===== src/rtl/spi_sclk_gen.sv =====
// SPI serial-clock generator: bursts of SCLK edges with CPOL/CPHA-decoded sample/shift strobes.
// Optional feature: define SCLK_GEN_PAUSE_EN to add the i_pause port that freezes a running burst.
module spi_sclk_gen #(
    parameter int DIV_W = 8,
    parameter int CNT_W = 6
) (
    input  logic             i_clk,
    input  logic             i_rst_n,
    input  logic             i_cfg_wr,
    input  logic [DIV_W-1:0] i_cfg_div,
    input  logic [CNT_W-1:0] i_cfg_len,
    input  logic             i_cfg_cpol,
    input  logic             i_cfg_cpha,
    input  logic             i_start_n,
`ifdef SCLK_GEN_PAUSE_EN
    input  logic             i_pause,
`endif
    output logic             o_ready,
    output logic             o_sclk,
    output logic             o_lead_edge,
    output logic             o_trail_edge,
    output logic             o_sample,
    output logic             o_shift,
    output logic [CNT_W-1:0] o_bit_count,
    output logic             o_done
);

    localparam logic [1:0] ST_IDLE = 2'd0;
    localparam logic [1:0] ST_RUN  = 2'd1;
    localparam logic [1:0] ST_DONE = 2'd2;

    localparam logic [DIV_W-1:0] DIV_ONE  = 1;
    localparam logic [CNT_W-1:0] BIT_ONE  = 1;
    localparam logic [CNT_W:0]   EDGE_ONE = 1;
    localparam logic [CNT_W-1:0] LEN_RST  = 8;

    logic [1:0]       state_q, state_d;
    logic [DIV_W-1:0] cnt_q, cnt_d;
    logic [CNT_W:0]   edge_q, edge_d;
    logic [CNT_W-1:0] bits_q, bits_d;
    logic             sclk_q, sclk_d;
    logic [DIV_W-1:0] div_q, div_d;
    logic [CNT_W-1:0] len_q, len_d;
    logic             cpol_q, cpol_d;
    logic             cpha_q, cpha_d;

    logic             pause_w;
    logic             tick_w;
    logic             lead_w;
    logic             trail_w;
    logic [CNT_W:0]   edge_last_w;
    logic             is_last_w;

`ifdef SCLK_GEN_PAUSE_EN
    assign pause_w = i_pause;
`else
    assign pause_w = 1'b0;
`endif

    // Edge counter holds completed edges, so an even count means the next edge is a leading one.
    assign edge_last_w = {len_q, 1'b0} - EDGE_ONE;
    assign is_last_w   = (edge_q == edge_last_w);
    assign tick_w      = (state_q == ST_RUN) && !pause_w && (len_q != '0)
                         && (cnt_q == div_q - DIV_ONE);
    assign lead_w      = tick_w && !edge_q[0];
    assign trail_w     = tick_w && edge_q[0];

    always_comb begin
        state_d = state_q;
        cnt_d   = cnt_q;
        edge_d  = edge_q;
        bits_d  = bits_q;
        sclk_d  = sclk_q;
        div_d   = div_q;
        len_d   = len_q;
        cpol_d  = cpol_q;
        cpha_d  = cpha_q;
        case (state_q)
            ST_IDLE: begin
                sclk_d = cpol_q;
                if (i_cfg_wr) begin
                    div_d  = (i_cfg_div == '0) ? DIV_ONE : i_cfg_div;
                    len_d  = i_cfg_len;
                    cpol_d = i_cfg_cpol;
                    cpha_d = i_cfg_cpha;
                    sclk_d = i_cfg_cpol;
                end else if (!i_start_n) begin
                    state_d = ST_RUN;
                    cnt_d   = '0;
                    edge_d  = '0;
                    bits_d  = '0;
                end
            end
            ST_RUN: begin
                if (!pause_w) begin
                    if (len_q == '0) begin
                        state_d = ST_DONE;
                    end else if (tick_w) begin
                        cnt_d  = '0;
                        sclk_d = ~sclk_q;
                        edge_d = edge_q + EDGE_ONE;
                        if (trail_w) begin
                            bits_d = bits_q + BIT_ONE;
                        end
                        if (is_last_w) begin
                            state_d = ST_DONE;
                        end
                    end else begin
                        cnt_d = cnt_q + DIV_ONE;
                    end
                end
            end
            ST_DONE: begin
                sclk_d  = cpol_q;
                state_d = ST_IDLE;
            end
            default: begin
                state_d = ST_IDLE;
            end
        endcase
    end

    always_ff @(posedge i_clk) begin
        if (!i_rst_n) begin
            state_q <= ST_IDLE;
            cnt_q   <= '0;
            edge_q  <= '0;
            bits_q  <= '0;
            sclk_q  <= 1'b0;
            div_q   <= DIV_ONE;
            len_q   <= LEN_RST;
            cpol_q  <= 1'b0;
            cpha_q  <= 1'b0;
        end else begin
            state_q <= state_d;
            cnt_q   <= cnt_d;
            edge_q  <= edge_d;
            bits_q  <= bits_d;
            sclk_q  <= sclk_d;
            div_q   <= div_d;
            len_q   <= len_d;
            cpol_q  <= cpol_d;
            cpha_q  <= cpha_d;
        end
    end

    assign o_ready      = (state_q == ST_IDLE);
    assign o_done       = (state_q == ST_DONE);
    assign o_sclk       = sclk_q;
    assign o_bit_count  = bits_q;
    assign o_lead_edge  = lead_w;
    assign o_trail_edge = trail_w;
    // With CPHA=0 the final trailing edge ends the burst, so no shift is issued there.
    assign o_sample     = cpha_q ? trail_w : lead_w;
    assign o_shift      = cpha_q ? lead_w : (trail_w && !is_last_w);

endmodule


===== config.mk =====
export PLATFORM = sky130hd
export DESIGN_NAME = spi_sclk_gen
export DESIGN_NICKNAME = d
export VERILOG_FILES = /design/src/rtl/spi_sclk_gen.sv
export SDC_FILE = /design/constraint.sdc
export NUM_CORES = 1
export LEC_CHECK = 0
export CAP_MARGIN = 15
export CORE_MARGIN = 2
export CORE_UTILIZATION = 49
export DETAILED_ROUTE_END_ITERATION = 10
export GPL_TIMING_DRIVEN = 0
export PLACE_DENSITY = 0.86
export SYNTH_ARGS = -nofsm -noshare
export SYNTH_HDL_FRONTEND = slang
export SYNTH_SLANG_ARGS = --single-unit
export TNS_END_PERCENT = 10

===== constraint.sdc =====
create_clock -name i_clk -period 2.8 [get_ports i_clk]
set_input_delay 0.84 -clock i_clk [delete_from_list [all_inputs] [get_ports i_clk]]
set_output_delay 0.84 -clock i_clk [all_outputs]
set_load 0.03 [all_outputs]

==> flow_metrics.tcl <==
set metrics [dict create \
    start_util_pct 50.39 \
    final_common_cell "nand2_1" \
    clkTransAtPathRegs_ns 0.08 \
    crit_chain "inv_4, ha_4, buf_6, o21bai_1, a31oi_1, o21ai_2, nand4_1, or3_4, buf_8, nor3_4, buf_6" \
    pwr-share-comb_pct 39.0 \
    cp_max_fo 5 \
    yosysSeqAreaShare_pct 34.10 \
    cts_root_buffer "clkbuf_8" \
    crit_type "reg2out" \
    coreArea_mm2 0.004661 \
    synth.avg_cell_area_um2 8.098 \
    min_period_ns 3.246 \
    syn_to_final_growth_pct 34.84 \
    cts_sinks 40 \
    dp_hpwl_mm 3.813 \
    outcome "finished with violations" \
    gr-total-overflow 0 \
    ys_ff_latch 40 \
    leakage_nw 1.216 \
    fill_cells 331 \
    arrival_ns 2.41 \
    grt_max_degree 13 \
    switching_power_mw 0.6683 \
    ant_nets 0 \
    p_clk_share_pct 26.4 \
    setup_slack_ns -0.4462 \
    grt_pass1_vias 2236 \
    placed_cells 376 \
    r2r_setup_slack_ns -0.34 \
    cpMostUsedCell "buf_6" \
    netlist_area_mm2 0.002349 \
    clock.fmax_mhz 308.1 \
    async_reset_ff_share_pct 0 \
    endpoint "o_sample" \
    violations "setup timing" \
    synth_edf_count 0 \
    slew_violations 0 \
    final-setup-viol-count 18 \
    fin_cells 400 \
    route.vias.total 2353 \
    ctsHoldBuffers 0 \
    yosys_most_used_dff "dfxtp_1" \
    routed_wirelength_mm 6.486 \
    fin_skew_ns 0.01068 \
    routedWlPerCell_um 16.22 \
    cp.required_ns 1.96 \
    nets 374 \
    maxCapViolCount 0 \
    cts_tree "done" \
    rsz0062_at_grt "true" \
    design.die.area_mm2 0.005363 \
    antenna_found_initial 0 \
    drive_gt1_share_pct 18.50 \
    gp_congestion 0.8021 \
    cts_buffers 5 \
    htree_levels 2 \
    drt_first_pass_iters 5 \
    crit_start "div_q[0]$_SDFFE_PN1P_" \
    relSlewSlack_pct 50.43 \
    clock_latency_ns 0.30 \
    critPathSlowestCell "or3_4" \
    die_height_um 73.23 \
    rr_startpoint "div_q[0]$_SDFFE_PN1P_" \
    die_x_um 73.23 \
    ir_drop_v 0.0003388 \
    r2r-end "o_bit_count[4]$_SDFFE_PN0P_" \
    critPathMaxStageDelay_ns 0.43 \
    p_sw_share_pct 33.93 \
    endpoint_kind "primary output" \
    syn_nets 319 \
    hp-class "reg2reg" \
    startpoint_type "flop" \
    reg2reg_depth 17 \
    p_int_mw 1.301 \
    final-hold-violation-count 0 \
    diodes 0 \
    yosys_warnings 0 \
    drt_first_iter_violations 202 \
    num_rows 25 \
    tns_ns -3.703 \
    viasPerCell 5.883 \
    port_buffers 32 \
    grt_pass1_wl_mm 10.30 \
    ctsLongestPathBuffers 2 \
    seqPwrFrac_pct 34.6 \
    layout_common_cells "nand2_1 (51), dfxtp_1 (36), clkdlybuf4s50_1 (28)" \
    final_min_period_over_clock_period_pct 115.9 \
    grt_usage_pct 24.94 \
    yosysUniqueCellTypes 46 \
    powerDensity_mw_per_mm2 621.9 \
    io_pins 33 \
    drc 0 \
    worst_slew_pin_slew_ns 0.7357 \
    syn_inst 290 \
]
## synth_stat cells, types with 3 or more instances
library cell | number | area (um^2)
nand4_1 | 11 | 68.82
xnor2_1 | 16 | 140.1
mux2i_1 | 7 | 70.07
nor4_1 | 3 | 18.77
a21boi_0 | 15 | 112.6
nor2b_1 | 5 | 31.28
nor2_1 | 23 | 86.33
xor2_1 | 11 | 96.34
o21bai_1 | 4 | 30.03
nand2b_1 | 7 | 43.79
clkbuf_1 | 9 | 33.78
or3_1 | 3 | 18.77
o21a_1 | 6 | 45.04
o21ai_0 | 4 | 20.02
a21oi_1 | 10 | 50.05
nand3_1 | 4 | 20.02
dfxtp_1 | 40 | 800.8
buf_2 | 3 | 15.01
nand2_1 | 51 | 191.4
nor3_1 | 6 | 30.03
inv_1 | 11 | 41.29
ha_1 | 9 | 112.6
## layer usage
metal,up-vias,wire length (um),GRT usage [%]
li1,1105,-,-
met1,1099,2678,29.52
met2,122,3140,42.54
met3,27,394,5.249
met4,0,273,12.14
met5,-,0,0
## area by class of cell
class	instances	area [um^2]	area share [%]
Multi-Input combinational cell	226	1570	49.59
Sequential cell	40	810.8	25.60
Timing Repair Buffer	49	479.2	15.13
Clock buffer	7	96.34	3.042
Tap cell	54	67.56	2.134
Buffer	12	66.31	2.094
Inverter	11	46.29	1.462
Clock inverter	1	30.03	0.9482
## per-stage QoR
stage / cell area [um^2] / worst slack (ns) / power, mW / hold slack [ns] / util, %
after detailed placement: 2794 / -0.7719 / 1.231 / 0.4670 / 59.95
after floorplan: 2406 / -0.08810 / 1.085 / 0.4438 / -
after CTS: 3105 / -0.3840 / 1.884 / 0.4817 / 66.63
after global routing: 3167 / -0.5271 / 2.048 / 0.5085 / 67.95
final: 3167 / -0.4462 / 1.970 / 0.4881 / 67.95
after global placement: 2794 / -0.7364 / 1.212 / 0.4571 / 59.95
## power groups by stage
stage,clock network [mW],registers [mW],logic [mW]
2_1_floorplan,0,0.681,0.404
3_3_place_gp,0,0.686,0.526
3_5_place_dp,0,0.688,0.542
4_1_cts,0.519,0.677,0.688
5_1_grt,0.538,0.690,0.820
6_report,0.520,0.682,0.768
## kinds of logic after synthesis
kind of cell,share of synthesized area [%]
AO/OA/AOI/OAI,16.46
AND/OR/NAND/NOR,27.28
buffers and inverters,4.315
XOR/XNOR,10.07
adder cells (fa/ha/maj),4.795
flip-flops,34.10
multiplexers,2.984
## registers in the layout (all words and copies together) (netlist names)
signal       count
o_sclk           1
state_q          2
cnt_q            8
edge_q           7
o_bit_count      6
cpol_q           1
cpha_q           1
div_q            8
len_q            6
## timing repair
item,4_1_cts,5_1_grt
endpoints found under the setup margin,4,19
resized for setup,50,9
cloned,0,0
setup buffers,14,3
pin swaps,16,15
## how the worst min path moves through the flow
stage / startpoint / end / slack [ns] / depth (start not counted)
2_1_floorplan: cpol_q$_SDFFE_PN0P_ / cpol_q$_SDFFE_PN0P_ / 0.44 / 2
3_3_place_gp: cpol_q$_SDFFE_PN0P_ / cpol_q$_SDFFE_PN0P_ / 0.46 / 2
3_5_place_dp: o_bit_count[5]$_SDFFE_PN0P_ / o_bit_count[5]$_SDFFE_PN0P_ / 0.47 / 2
4_1_cts: o_bit_count[5]$_SDFFE_PN0P_ / o_bit_count[5]$_SDFFE_PN0P_ / 0.48 / 2
5_1_grt: o_sclk$_SDFFE_PN0P_ / o_sclk$_SDFFE_PN0P_ / 0.51 / 2
6_report: o_sclk$_SDFFE_PN0P_ / o_sclk$_SDFFE_PN0P_ / 0.49 / 2
## worst max-delay path, delay by kind of cell, from the launching register on
kind            cells  cell delay [ns]
compound gates      3             0.42
fa+ha+maj           1             0.17
buf+inv             4             0.45
flops               1             0.37
simple gates        3             0.70
No activity file was read; power rests on OpenSTA's default activity.
==> patch (same settings) <==
Put one more register stage on the output `o_bit_count`. The value now appears one clock later. The other outputs are not delayed to match.
--- a/src/rtl/spi_sclk_gen.sv
+++ b/src/rtl/spi_sclk_gen.sv
@@ -149,3 +149,5 @@
     assign o_sclk       = sclk_q;
-    assign o_bit_count  = bits_q;
+    always_ff @(posedge i_clk) begin
+        o_bit_count <= bits_q;
+    end
     assign o_lead_edge  = lead_w;
Function: changed (Yosys sat finds a counterexample within 4 cycles, from zero or initial values and one cycle with i_rst_n low).
==> patch against the unedited design <==
- the flow still finishes with violations (setup timing)
- worst setup slack better by 100 ps
- via count increased by 1.4%
- sequential share of layout area is 3.9 points higher
- sequential cell count rose by 6
- cell count rose by 4.3%
- critical path depth decreased by 2
- area after synthesis is 4.5% higher
- total power rose by 13%
- wire length fell by 8.5%
- synthesized cell count rose by 4.1%
- clock skew about the same
- maximum frequency rose by 3.3%
- final area down 0.24%
- register-to-register slack improved by 550 ps
- critical endpoint is now o_trail_edge
==> patch: results (changes against the unedited design) <==
Run status
  • Status: finished with violations
  • Failing checks: setup timing

Placed design
  • Placed inst area: 2930 um2 (+5.0%)
  • HPWL reported at the end of detailed placement: 4110 um (+7.9%)
  • Count of buffers inserted at the top-level ports: 32 (unchanged)
  • Instance count after placement with tap cells included: 401 (+6.6%)
  • Routability congestion estimate: 0.922 (+15%)

Global route
  • Via count of the first global-routing pass: 2227 (-0.40%)
  • Global-route wire length before repair: 10200 um (-0.86%)
  • Aggregate global-route resource usage: 0.236 (-0.0131)
  • GRT met3 Usage: 0.0442 (-0.00831)
  • Antenna violations before repair: 0 (unchanged)
  • Met1 demand-to-capacity share in global routing: 0.314 (+0.0192)
  • Pin count of the biggest net entering global routing: 16 (+3)
  • Global routing met2 resource utilization: 0.384 (-0.0410)

Clock tree
  • CTS max path bufs: 2 (unchanged)
  • Latest clock arrival within the worst-skew pair: 300 ps (about the same)
  • Clock tree root driver cell: clkbuf_8
  • Maximum level of the CTS H-tree: 2 (unchanged)
  • Clock transition at the register clock pins on the worst setup and hold paths after CTS: approximately 90 ps
  • Number of buffers created by CTS: 5 (unchanged)

Pwr
  • Lkg Pwr: 0.00110 uW (-9.9%)
  • Peak VDD IR: 0.000451 V (+33%)

Drt
  • WL per Instance: 14.2 um (-12%)
  • Number of DRC markers in iteration 0: 184 (-8.9%)
  • Total detailed-routing wirelength: 5930 um (-8.5%)
  • Number of optimization iterations in the first detailed-route pass: 4 (-1)
  • Total via count after detailed routing: 2386 (+1.4%)

Timing
  • Worst clock skew: 11.1 ps (+0.383 ps)
  • Crit path setup slack, layout: -343 ps (+103 ps)
  • Sum of negative setup slack: -1220 ps (+2480 ps)
  • Setup-violating endpoint count in the final report: 4 (-14)
  • Transition time at the pin with the least slew margin: 526 ps (-210 ps)

Worst setup path
  • Crit Path Max Fanout: 5 (unchanged)
  • Maximum single-stage delay on the critical path: 340 ps (-90 ps)
  • Critical path data arrival time: 2300 ps (-110 ps)
  • Max stage delay cell, worst path: dfxtp_2
  • CP top delay family: compound AO/OA/AOI/OAI gates

Hold path
  • Class of the tightest hold or removal check: reg2reg

Final layout
  • Fraction of final layout cells sized beyond drive strength 1: 0.143 (-0.0421)
  • Number of diodes: 0 (unchanged)
  • Largest regs: cnt_q x8, div_q x8, edge_q x7
  • Number of nets in the final layout: 378 (+1.1%)

Synth
  • Synth unique cells: 47 (+2.2%)
  • Average footprint of a synthesized cell: 8.13 um2 (+0.38%)
  • Top cells by area, synth: dfxtp_1 (38%), nand2_1 (7.2%), xnor2_1 (5.7%), a21oi_1 (5.1%), ha_1 (4.6%)
  • Share of flip-flops with an asynchronous set or reset: 0 (unchanged)
  • Most frequent cells after synthesis: nand2_1 (47), dfxtp_1 (46), a21oi_1 (25)
  • Warnings from Yosys: 0 (unchanged)
  • Post-synth net total: 331 (+3.8%)
  • Part of the Yosys area used for sequential elements: 0.375 (+0.0342)
## patch: cell types whose count changed in the layout (fill, tap and decap cells not counted), sizes merged, moves of 7 or more
cell	change
o21ai	+10
nor2	-8
a21oi	+15
nand3	+10
or3	+7
buf	-10
a21boi	-16
## patch: power breakdown
group | internal (uW) | leakage (uW) | switching (uW)
sequential | 714 | 0.000376 | 66.7
combinational | 369 | 0.000661 | 580
clock | 268 | 0.0000585 | 234
total | 1350 | 0.00110 | 881
## patch: repair_timing
item / 4_1_cts / 5_1_grt
hold endpoints to repair: 0 / 0
setup endpoints to repair: 6 / 8
hold buffers: 0 / 0
gates cloned: 0 / 0
gates resized for setup: 38 / 2
setup buffers: 7 / 2
pin swaps: 6 / 4
## patch: cell type report
| class | instances | area [um2] |
|---|---|---|
| clock inverter | 3 | 43.8 |
| clock buffer | 5 | 68.8 |
| tap | 67 | 83.8 |
| multi-input combinational | 233 | 1560 |
| fill | 390 | 1630 |
| inverter | 12 | 45.0 |
| sequential | 46 | 931 |
| buffer | 10 | 37.5 |
| timing repair buffer | 41 | 389 |
## patch: final timing paths
check        slack (ps)             end  startpoint  cells after the start
min                 370  o_bit_count[5]   bits_q[5]                      0
max                -340    o_trail_edge    div_q[0]                      9
min reg2reg         370  o_bit_count[5]   bits_q[5]                      0
max reg2reg         210       edge_q[3]    div_q[0]                     10
## patch: logic make-up after synthesis
| group | share of synthesized area |
|---|---|
| AND/OR/NAND/NOR | 0.262 |
| AO/OA/AOI/OAI | 0.185 |
| flip-flops | 0.375 |
| XOR/XNOR | 0.0892 |
| buffers and inverters | 0.0352 |
| adder cells (fa/ha/maj) | 0.0459 |
| multiplexers | 0.00816 |
## patch: per-stage QoR
step	setup slack (ps)	util
5_1_grt	-462	0.660
2_1_floorplan	-47.9	-
6_report	-343	0.660
4_1_cts	-342	0.656
3_3_place_gp	-702	0.613
3_5_place_dp	-726	0.613
## patch: worst reg2reg max path: cells and delay by family (launching register included)
kind	cells	cell delay [ps]
fa+ha+maj	1	170
simple gates	2	630
compound gates	4	980
flops	1	340
buf+inv	3	400
## patch: metal layers
| layer | routed length (um) | vias to the layer above |
|---|---|---|
| met2 | 2850 | 94 |
| met3 | 362 | 14 |
| met1 | 2610 | 1104 |
| met4 | 109 | 0 |
| met5 | 0 | - |
| li1 | - | 1174 |
